$ cat src/rtl/mem_arb_pkg.sv
// mem_arb_pkg: shared types and encodings for the IF/DM memory port arbiter
package mem_arb_pkg;
  typedef enum logic [1:0] {IDLE, BUSY_IF, BUSY_DM} state_e;
  localparam logic [1:0] BHW_BYTE = 2'd0;
  localparam logic [1:0] BHW_HALF = 2'd1;
  localparam logic [1:0] BHW_WORD = 2'd2;
  localparam logic SRC_IF = 1'b0;
  localparam logic SRC_DM = 1'b1;
endpackage

$ cat src/rtl/arb_timeout_ctr.sv
// arb_timeout_ctr: busy-cycle watchdog for one memory access
//  clk, rst   clock and synchronous active-high reset
//  load_i     access granted this cycle; arm for TIMEOUT busy cycles
//  dec_i      access in flight this cycle
//  expire_o   this is the last allowed busy cycle without an ack
module arb_timeout_ctr #(
  parameter int TIMEOUT = 16
) (
  input  logic clk,
  input  logic rst,
  input  logic load_i,
  input  logic dec_i,
  output logic expire_o
);
  localparam int W = $clog2(TIMEOUT + 1);
  logic [W-1:0] cnt_q, cnt_d;
  // Loaded with TIMEOUT-1 so that the TIMEOUT-th busy cycle sees zero.
  always_comb cnt_d = load_i ? W'(TIMEOUT - 1) : (dec_i && cnt_q != '0) ? cnt_q - W'(1) : cnt_q;
  always_ff @(posedge clk) cnt_q <= rst ? '0 : cnt_d;
  assign expire_o = dec_i && cnt_q == '0;
endmodule

$ cat src/rtl/mem_port_arbiter.sv
// mem_port_arbiter: shares one memory port between instruction fetch and data access
//  Clk/Reset            clock, synchronous active-high reset
//  if_req/if_addr       fetch request -> if_gnt, if_rvalid, if_rdata[31:0]
//  dm_req/we/bhw/addr/wdata  data request -> dm_gnt, dm_rvalid, dm_rdata
//  mem_req/we/bhw/addr/wdata -> memory, mem_rdata/mem_ack <- memory
//  err                  one-cycle pulse when an access times out
//  stall                fetch waiting (if_req & ~if_rvalid)
//  Optional macro ARB_FAIR_EN: bound consecutive DM grants while IF waits.
module mem_port_arbiter
  import mem_arb_pkg::*;
#(
  parameter int ADDR_W       = 64,
  parameter int DATA_W       = 64,
  parameter int TIMEOUT      = 16,
  parameter int MAX_DM_BURST = 4
) (
  input  logic              Clk,
  input  logic              Reset,
  input  logic              if_req,
  input  logic [ADDR_W-1:0] if_addr,
  output logic              if_gnt,
  output logic              if_rvalid,
  output logic [31:0]       if_rdata,
  input  logic              dm_req,
  input  logic              dm_we,
  input  logic [1:0]        dm_bhw,
  input  logic [ADDR_W-1:0] dm_addr,
  input  logic [DATA_W-1:0] dm_wdata,
  output logic              dm_gnt,
  output logic              dm_rvalid,
  output logic [DATA_W-1:0] dm_rdata,
  output logic              mem_req,
  output logic              mem_we,
  output logic [1:0]        mem_bhw,
  output logic [ADDR_W-1:0] mem_addr,
  output logic [DATA_W-1:0] mem_wdata,
  input  logic [DATA_W-1:0] mem_rdata,
  input  logic              mem_ack,
  output logic              err,
  output logic              stall
);
  state_e state_q, state_d;
  logic if_rvalid_q, dm_rvalid_q, err_q, mem_we_q;
  logic [31:0] if_rdata_q;
  logic [DATA_W-1:0] dm_rdata_q, mem_wdata_q;
  logic [1:0] mem_bhw_q;
  logic [ADDR_W-1:0] mem_addr_q;
  logic busy, can_grant, if_first, expire, done, abort, fin_if, fin_dm, src;
  assign busy = state_q != IDLE;
  // The completion-pulse cycle is a dead cycle: no grant while rvalid is up.
  assign can_grant = !busy && !if_rvalid_q && !dm_rvalid_q && !Reset;
`ifdef ARB_FAIR_EN
  localparam int BW = $clog2(MAX_DM_BURST + 1);
  logic [BW-1:0] burst_q, burst_d;
  assign if_first = burst_q == BW'(MAX_DM_BURST);
  always_comb burst_d = if_gnt ? '0 : (dm_gnt && if_req) ? burst_q + BW'(1) : burst_q;
  always_ff @(posedge Clk) burst_q <= Reset ? '0 : burst_d;
`else
  assign if_first = 1'b0;
`endif
  assign dm_gnt = can_grant && dm_req && !(if_first && if_req);
  assign if_gnt = can_grant && if_req && (!dm_req || if_first);
  assign src = dm_gnt ? SRC_DM : SRC_IF;
  // An ack in the expiry cycle completes normally.
  assign done = busy && mem_ack;
  assign abort = expire && !mem_ack;
  assign fin_if = state_q == BUSY_IF && (done || abort);
  assign fin_dm = state_q == BUSY_DM && (done || abort);
  arb_timeout_ctr #(.TIMEOUT(TIMEOUT)) u_tmo (
    .clk(Clk),
    .rst(Reset),
    .load_i(if_gnt || dm_gnt),
    .dec_i(busy),
    .expire_o(expire)
  );
  always_comb state_d = if_gnt ? BUSY_IF : dm_gnt ? BUSY_DM : (done || abort) ? IDLE : state_q;
  always_ff @(posedge Clk) begin
    if (Reset) begin
      state_q     <= IDLE;
      if_rvalid_q <= 1'b0;
      dm_rvalid_q <= 1'b0;
      err_q       <= 1'b0;
      if_rdata_q  <= '0;
      dm_rdata_q  <= '0;
      mem_we_q    <= 1'b0;
      mem_bhw_q   <= '0;
      mem_addr_q  <= '0;
      mem_wdata_q <= '0;
    end else begin
      state_q     <= state_d;
      if_rvalid_q <= fin_if;
      dm_rvalid_q <= fin_dm;
      err_q       <= abort;
      if (fin_if) if_rdata_q <= done ? mem_rdata[31:0] : '0;
      if (fin_dm) dm_rdata_q <= (done && !mem_we_q) ? mem_rdata : '0;
      if (if_gnt || dm_gnt) begin
        mem_we_q    <= src == SRC_DM && dm_we;
        mem_bhw_q   <= src == SRC_DM ? dm_bhw : BHW_WORD;
        mem_addr_q  <= src == SRC_DM ? dm_addr : if_addr & ~ADDR_W'(3);
        mem_wdata_q <= src == SRC_DM ? dm_wdata : '0;
      end
    end
  end
  assign mem_req   = busy;
  assign mem_we    = mem_we_q;
  assign mem_bhw   = mem_bhw_q;
  assign mem_addr  = mem_addr_q;
  assign mem_wdata = mem_wdata_q;
  assign if_rvalid = if_rvalid_q;
  assign if_rdata  = if_rdata_q;
  assign dm_rvalid = dm_rvalid_q;
  assign dm_rdata  = dm_rdata_q;
  assign err       = err_q;
  assign stall     = if_req && !if_rvalid_q;
endmodule

$ cat config.mk
export PLATFORM = sky130hd
export DESIGN_NAME = mem_port_arbiter
export DESIGN_NICKNAME = d
export VERILOG_FILES = /design/src/rtl/mem_arb_pkg.sv /design/src/rtl/arb_timeout_ctr.sv /design/src/rtl/mem_port_arbiter.sv
export SDC_FILE = /design/constraint.sdc
export NUM_CORES = 1
export LEC_CHECK = 0
export CORE_AREA = 2 2 195 197
export DETAILED_ROUTE_END_ITERATION = 7
export DIE_AREA = 0 0 197 199
export HOLD_SLACK_MARGIN = 0.15
export SLEW_MARGIN = 20
export SYNTH_ARGS = -nofsm -noshare
export SYNTH_HDL_FRONTEND = slang
export SYNTH_SLANG_ARGS = --single-unit
export TNS_END_PERCENT = 5
$ cat constraint.sdc
create_clock -name Clk -period 2.8 [get_ports Clk]
set_input_delay 0.28 -clock Clk [delete_from_list [all_inputs] [get_ports Clk]]
set_output_delay 0.28 -clock Clk [all_outputs]
set_load 0.01 [all_outputs]
Word-level counts from Yosys, hierarchy flattened
Index checks and enable logic that the tools add are counted.
{ "word_totals": {"register_bits": 237, "out_inout_bits": 234, "in_bits": 264} }
{ "classes": {"n_eq_ne": 2, "n_addsub": 1, "muxes": 11, "n_reduce_logical": 32} }
{ "ops": {"columns": ["op", "n"], "rows": [
  ["2-to-1 mux 64 bit", 3],
  ["2-to-1 mux 32 bit", 1],
  ["logical AND 1 bit", 15],
  ["2-to-1 mux 4 bit", 2],
  ["zero test 1 bit", 7],
  ["2-to-1 mux 2 bit", 3],
  ["nonzero test 2 bit", 3],
  ["zero test 5 bit", 1],
  ["nonzero test 5 bit", 1],
  ["subtractor 5 x 1 -> 5 bit (second input constant)", 1],
  ["OR reduction 2 bit", 2],
  ["nonzero test 3 bit", 1],
  ["equality test 2 x 1 -> 1 bit (second input constant)", 1],
  ["equality test 2 bit (second input constant)", 1],
  ["logical OR 1 bit", 2],
  ["2-to-1 mux 1 bit", 2]
]} }

Depth between registers and ports, before layout
{ "depth": {"depth_word": 9, "mapped_depth": 7, "depth_no_buf": 5} }

Modules after synthesis
Synthesis repeated with hierarchy kept, for this count alone.
{ "unflattened": {"hier_cells": 872, "hier_area_um2": 9123.8} }
{ "modules_own_cells": {"columns": ["mod", "instances", "seq_area_each_um2", "area_per_inst_um2", "cells_per_inst"], "rows": [
  ["mem_port_arbiter", 1, 4644.5, 8826.0, 841],
  ["arb_timeout_ctr", 1, 100.1, 297.8, 31]
]} }

Least setup slack after synthesis
No wires, ideal clock.
{ "synth_timing": {"path_kind": "register -> register", "from": "register u_tmo.cnt_q[0]", "to": "register dm_rdata_q[0], in the netlist dm_rdata[0]", "path_stages_with_launch": 7, "t_required_ns": 2.683, "arrival_ns": 1.704, "path_slack_ns": 0.979, "cell_sequence": "dfxtp_1 -> inv_1 -> ha_1 -> nor4b_1 -> o21ai_2 -> buf_6 -> a32o_1"} }
{ "synth_via": {"elab_chain_cells": 5} }
{ "synth_rtl": {"columns": ["element", "line", "rtl"], "rows": [
  ["from (decl)", "arb_timeout_ctr.sv:16", "logic [W-1:0] cnt_q, cnt_d;"],
  ["from (signal assigned)", "arb_timeout_ctr.sv:19", "always_ff @(posedge clk) cnt_q <= rst ? '0 : cnt_d;"],
  ["zero test 5 bit", "arb_timeout_ctr.sv:20", "assign expire_o = dec_i && cnt_q == '0;"],
  ["logical AND 1 bit", "arb_timeout_ctr.sv:20", null],
  ["logical AND 1 bit", "mem_port_arbiter.sv:66", "assign abort = expire && !mem_ack;"],
  ["logical OR 1 bit", "mem_port_arbiter.sv:68", "assign fin_dm = state_q == BUSY_DM && (done || abort);"],
  ["logical AND 1 bit", "mem_port_arbiter.sv:68", null],
  ["to (signal assigned)", "mem_port_arbiter.sv:95", "if (fin_dm) dm_rdata_q <= (done && !mem_we_q) ? mem_rdata : '0;"],
  ["to (decl)", "mem_port_arbiter.sv:45", "logic [DATA_W-1:0] dm_rdata_q, mem_wdata_q;"]
]} }
No other way between the ends.
A chain may end at the register's enable or synchronous reset.

Final worst setup path
{ "layout_timing": {"from": "input Reset", "to": "output dm_gnt"} }
{ "layout_via": {"elab_chain_cells": 3} }
{ "layout_rtl": {"columns": ["element", "line", "rtl"], "rows": [
  ["from (decl)", "mem_port_arbiter.sv:18", "input logic Reset,"],
  ["zero test 1 bit", "mem_port_arbiter.sv:51", "assign can_grant = !busy && !if_rvalid_q && !dm_rvalid_q && !Reset;"],
  ["logical AND 1 bit", "mem_port_arbiter.sv:51", null],
  ["logical AND 1 bit", "mem_port_arbiter.sv:61", "assign dm_gnt = can_grant && dm_req && !(if_first && if_req);"],
  ["to (decl)", "mem_port_arbiter.sv:29", "output logic dm_gnt,"]
]} }
No other way between the ends.

==> results.toml <==
[routing]
totalWireLength_um = 38490
drt-met1-wl_um = 15550
wl_per_cell_um = 19.92
antenna_left = 0
drt-initial-drc-count = 588
wl_met3_um = 3424
drcViolationCount = 0
num_vias = 10050
dr_wl_met2_um = 18420
vias_per_cell = 5.200
highest_layer = "met4"
dr.pass1.iters = 5

[synth]
netlist_area_sq_mm = 0.009774
synth.top_cells.by_area = "dfxtp_1 49%, nand3_1 11%, a32o_1 6.6%"
synth-seq-cells = 237
yosysUniqueCellTypes = 46
async_flop_share_pct = 0
yosys-top-cells-count = "237 x dfxtp_1, 220 x nand3_1, 94 x clkbuf_1, 68 x a22o_1"
syn_inst = 1018
syn_avg_cell_area_sq_um = 9.602
synth.most_common_cell = "dfxtp_1"
synth_top_area_share_pct = 48.54
synth.net_count = 1284
yosysWarnings = 0
synth_top_area_cell = "dfxtp_1"
ys_seq_area_share_pct = 48.54
synth_ff_type = "dfxtp_1"
synth-edff-count = 0

[final_layout]
layout.area.seq_sq_mm = 0.004745
final_area_sq_mm = 0.01597
synthToLayoutAreaGrowth_pct = 63.35
fill_cells = 3606
drive_above_1_share_pct = 5.697
multiInputGateArea_sq_mm = 0.004496
finalNetCount = 1704

[clock_tree]
postCtsSetupRepairBufs = 0
cts_num_sinks = 237
clock_latency_ns = 0.55
clkTransAtPathRegs_ns = 0.06
cts_tree = "built"
cts_root_buf = "clkbuf_16"
h-tree-depth = 1
ctsLongestPathBuffers = 3
numCtsBuffers = 28

[sta]
tns_ns = 0
fmax_ghz = 0.3871
final_hold_viol_count = 0
relSlewSlack_pct = 39.07
setup_violations = 0
fin_skew_ns = 0.01355
min_period_ns = 2.584
drv_slew = 0
layout_setup_ws_ns = 0.2164
rsz0062_at_grt = "no"
timing.final.crit_share_pct = 92.27
worst_pin_slew_ns = 0.9106

[placement]
gp_congestion = 0.7471
postPlaceCellArea_sq_mm = 0.01504
portBuffers = 495
place_ws_ns = 0.5649
dpl.hpwl_um = 25370

[floorplanning]
fp.dieW_um = 197
die_y_um = 199
core_area_sq_mm = 0.03713
rows = 71
io_pins = 498
die_area_sq_mm = 0.03920
initial_core_util_pct = 26.32

[worst_setup_path]
endpoint = "dm_gnt"
cp-start-kind = "input pin"
worstPathRequired_ns = 2.52
r2r_end = "dm_rdata[31]"
cp.arrival_ns = 2.30
crit_path_start = "Reset"
worstReg2RegStart = "u_tmo.cnt_q[0]"
reg2reg_slack_ns = 0.57
cp-end-kind = "output pin"
worstPathMaxFanout = 16
reg2reg_depth = 7
worstSetupPathType = "input pin to output pin"

[global_routing]
track_usage_pct = 18.25
grt_max_degree = 120
grt_pass1_wl_um = 57040
antenna_found_initial = 1
grt-ovfl-total = 0
first_global_vias = 9752

[run]
drv_cap = 0

[hold_path]
holdCritPathClass = "input pin to flip-flop"
worstHoldStart = "if_req"

[outcome]
status = "finished clean"

[power]
power.density_mw_per_mm2 = 561.3
p_leak_uw = 0.005944
vdd_ir_drop_max_mv = 0.3802
registers in the layout, indices dropped and copies added, names as in the netlist:
| signal | flops |
|---|---|
| dm_rdata | 64 |
| mem_addr | 64 |
| mem_wdata | 64 |
| if_rdata | 32 |
| u_tmo.cnt_q | 5 |
| mem_bhw | 2 |
| state_q | 2 |
| dm_rvalid | 1 |
| err | 1 |
| if_rvalid | 1 |
| mem_we | 1 |
power by group:
part	switching, uW	internal, uW
combinational	727	884
clock	1470	2170
sequential	134	3580
total	2330	6630
through the flow:
step	utilization (%)	power [uW]	instances	hold slack, ns
after global placement	40.50	5385	1881	0.4352
after floorplan	-	4416	1018	0.3587
after detailed placement	40.50	5398	1881	0.4439
after CTS	42.99	9070	1931	0.1999
final	43.00	8962	1932	0.2071
after global routing	43.00	9333	1932	0.2312
timing repair:
action                                  CTS  global route
hold buffers                              1             0
endpoints found under the setup margin    1             0
gates resized for setup                   1             0
endpoints found under the hold margin     1             0
routing by layer:
layer / track usage [%] / vias to the layer above
li1: - / 4753
met1: 22.07 / 4819
met2: 30.72 / 413
met3: 5.629 / 62
met4: 6.266 / 0
met5: 0 / -
kinds of logic after synthesis:
| kind of cell | Yosys count | synth area share, % |
|---|---|---|
| compound gates | 241 | 19.47 |
| flops | 237 | 48.54 |
| fa+ha+maj | 2 | 0.2560 |
| simple gates | 405 | 25.97 |
| buf+inv | 133 | 5.760 |
cells in the final DEF (no fill, tap or decap), types with 5 or more instances in the layout:
master             n
nand3_1          220
clkdlybuf4s50_1  491
clkinv_2           6
clkbuf_1           5
buf_12             6
o21ai_0           30
nand2_1           33
dfxtp_1          237
buf_4             17
clkbuf_8           6
nor4b_1           64
a22o_1            68
a31oi_1           62
and3b_1           63
clkbuf_16         28
a32o_1            64
layout make-up:
type,instances,area share (%)
timing repair buffer,517,32.48
clock buffer,39,5.023
tap,474,3.714
sequential,237,29.72
antenna,1,0.01567
multi-input combinational,648,28.16
inverter,6,0.1724
clock inverter,10,0.7209
critical path, cell delays in order:
cell and delay [ns]:
dlygate4sd3_1 0.55, buf_2 0.27, nor4b_4 0.29, nand2_1 0.20
inv_2 0.09, clkdlybuf4s50_1 0.61
worst min-delay path by stage:
stage | cells past startpoint | endpoint | slack (ns)
floorplan | 1 | err | 0.36
global placement | 2 | if_rdata[26] | 0.44
detailed placement | 2 | if_rdata[26] | 0.44
CTS | 4 | mem_addr[58] | 0.20
global route | 4 | mem_addr[58] | 0.23
finish | 4 | mem_addr[58] | 0.21
Note: power is estimated with default switching activity, not from simulation.
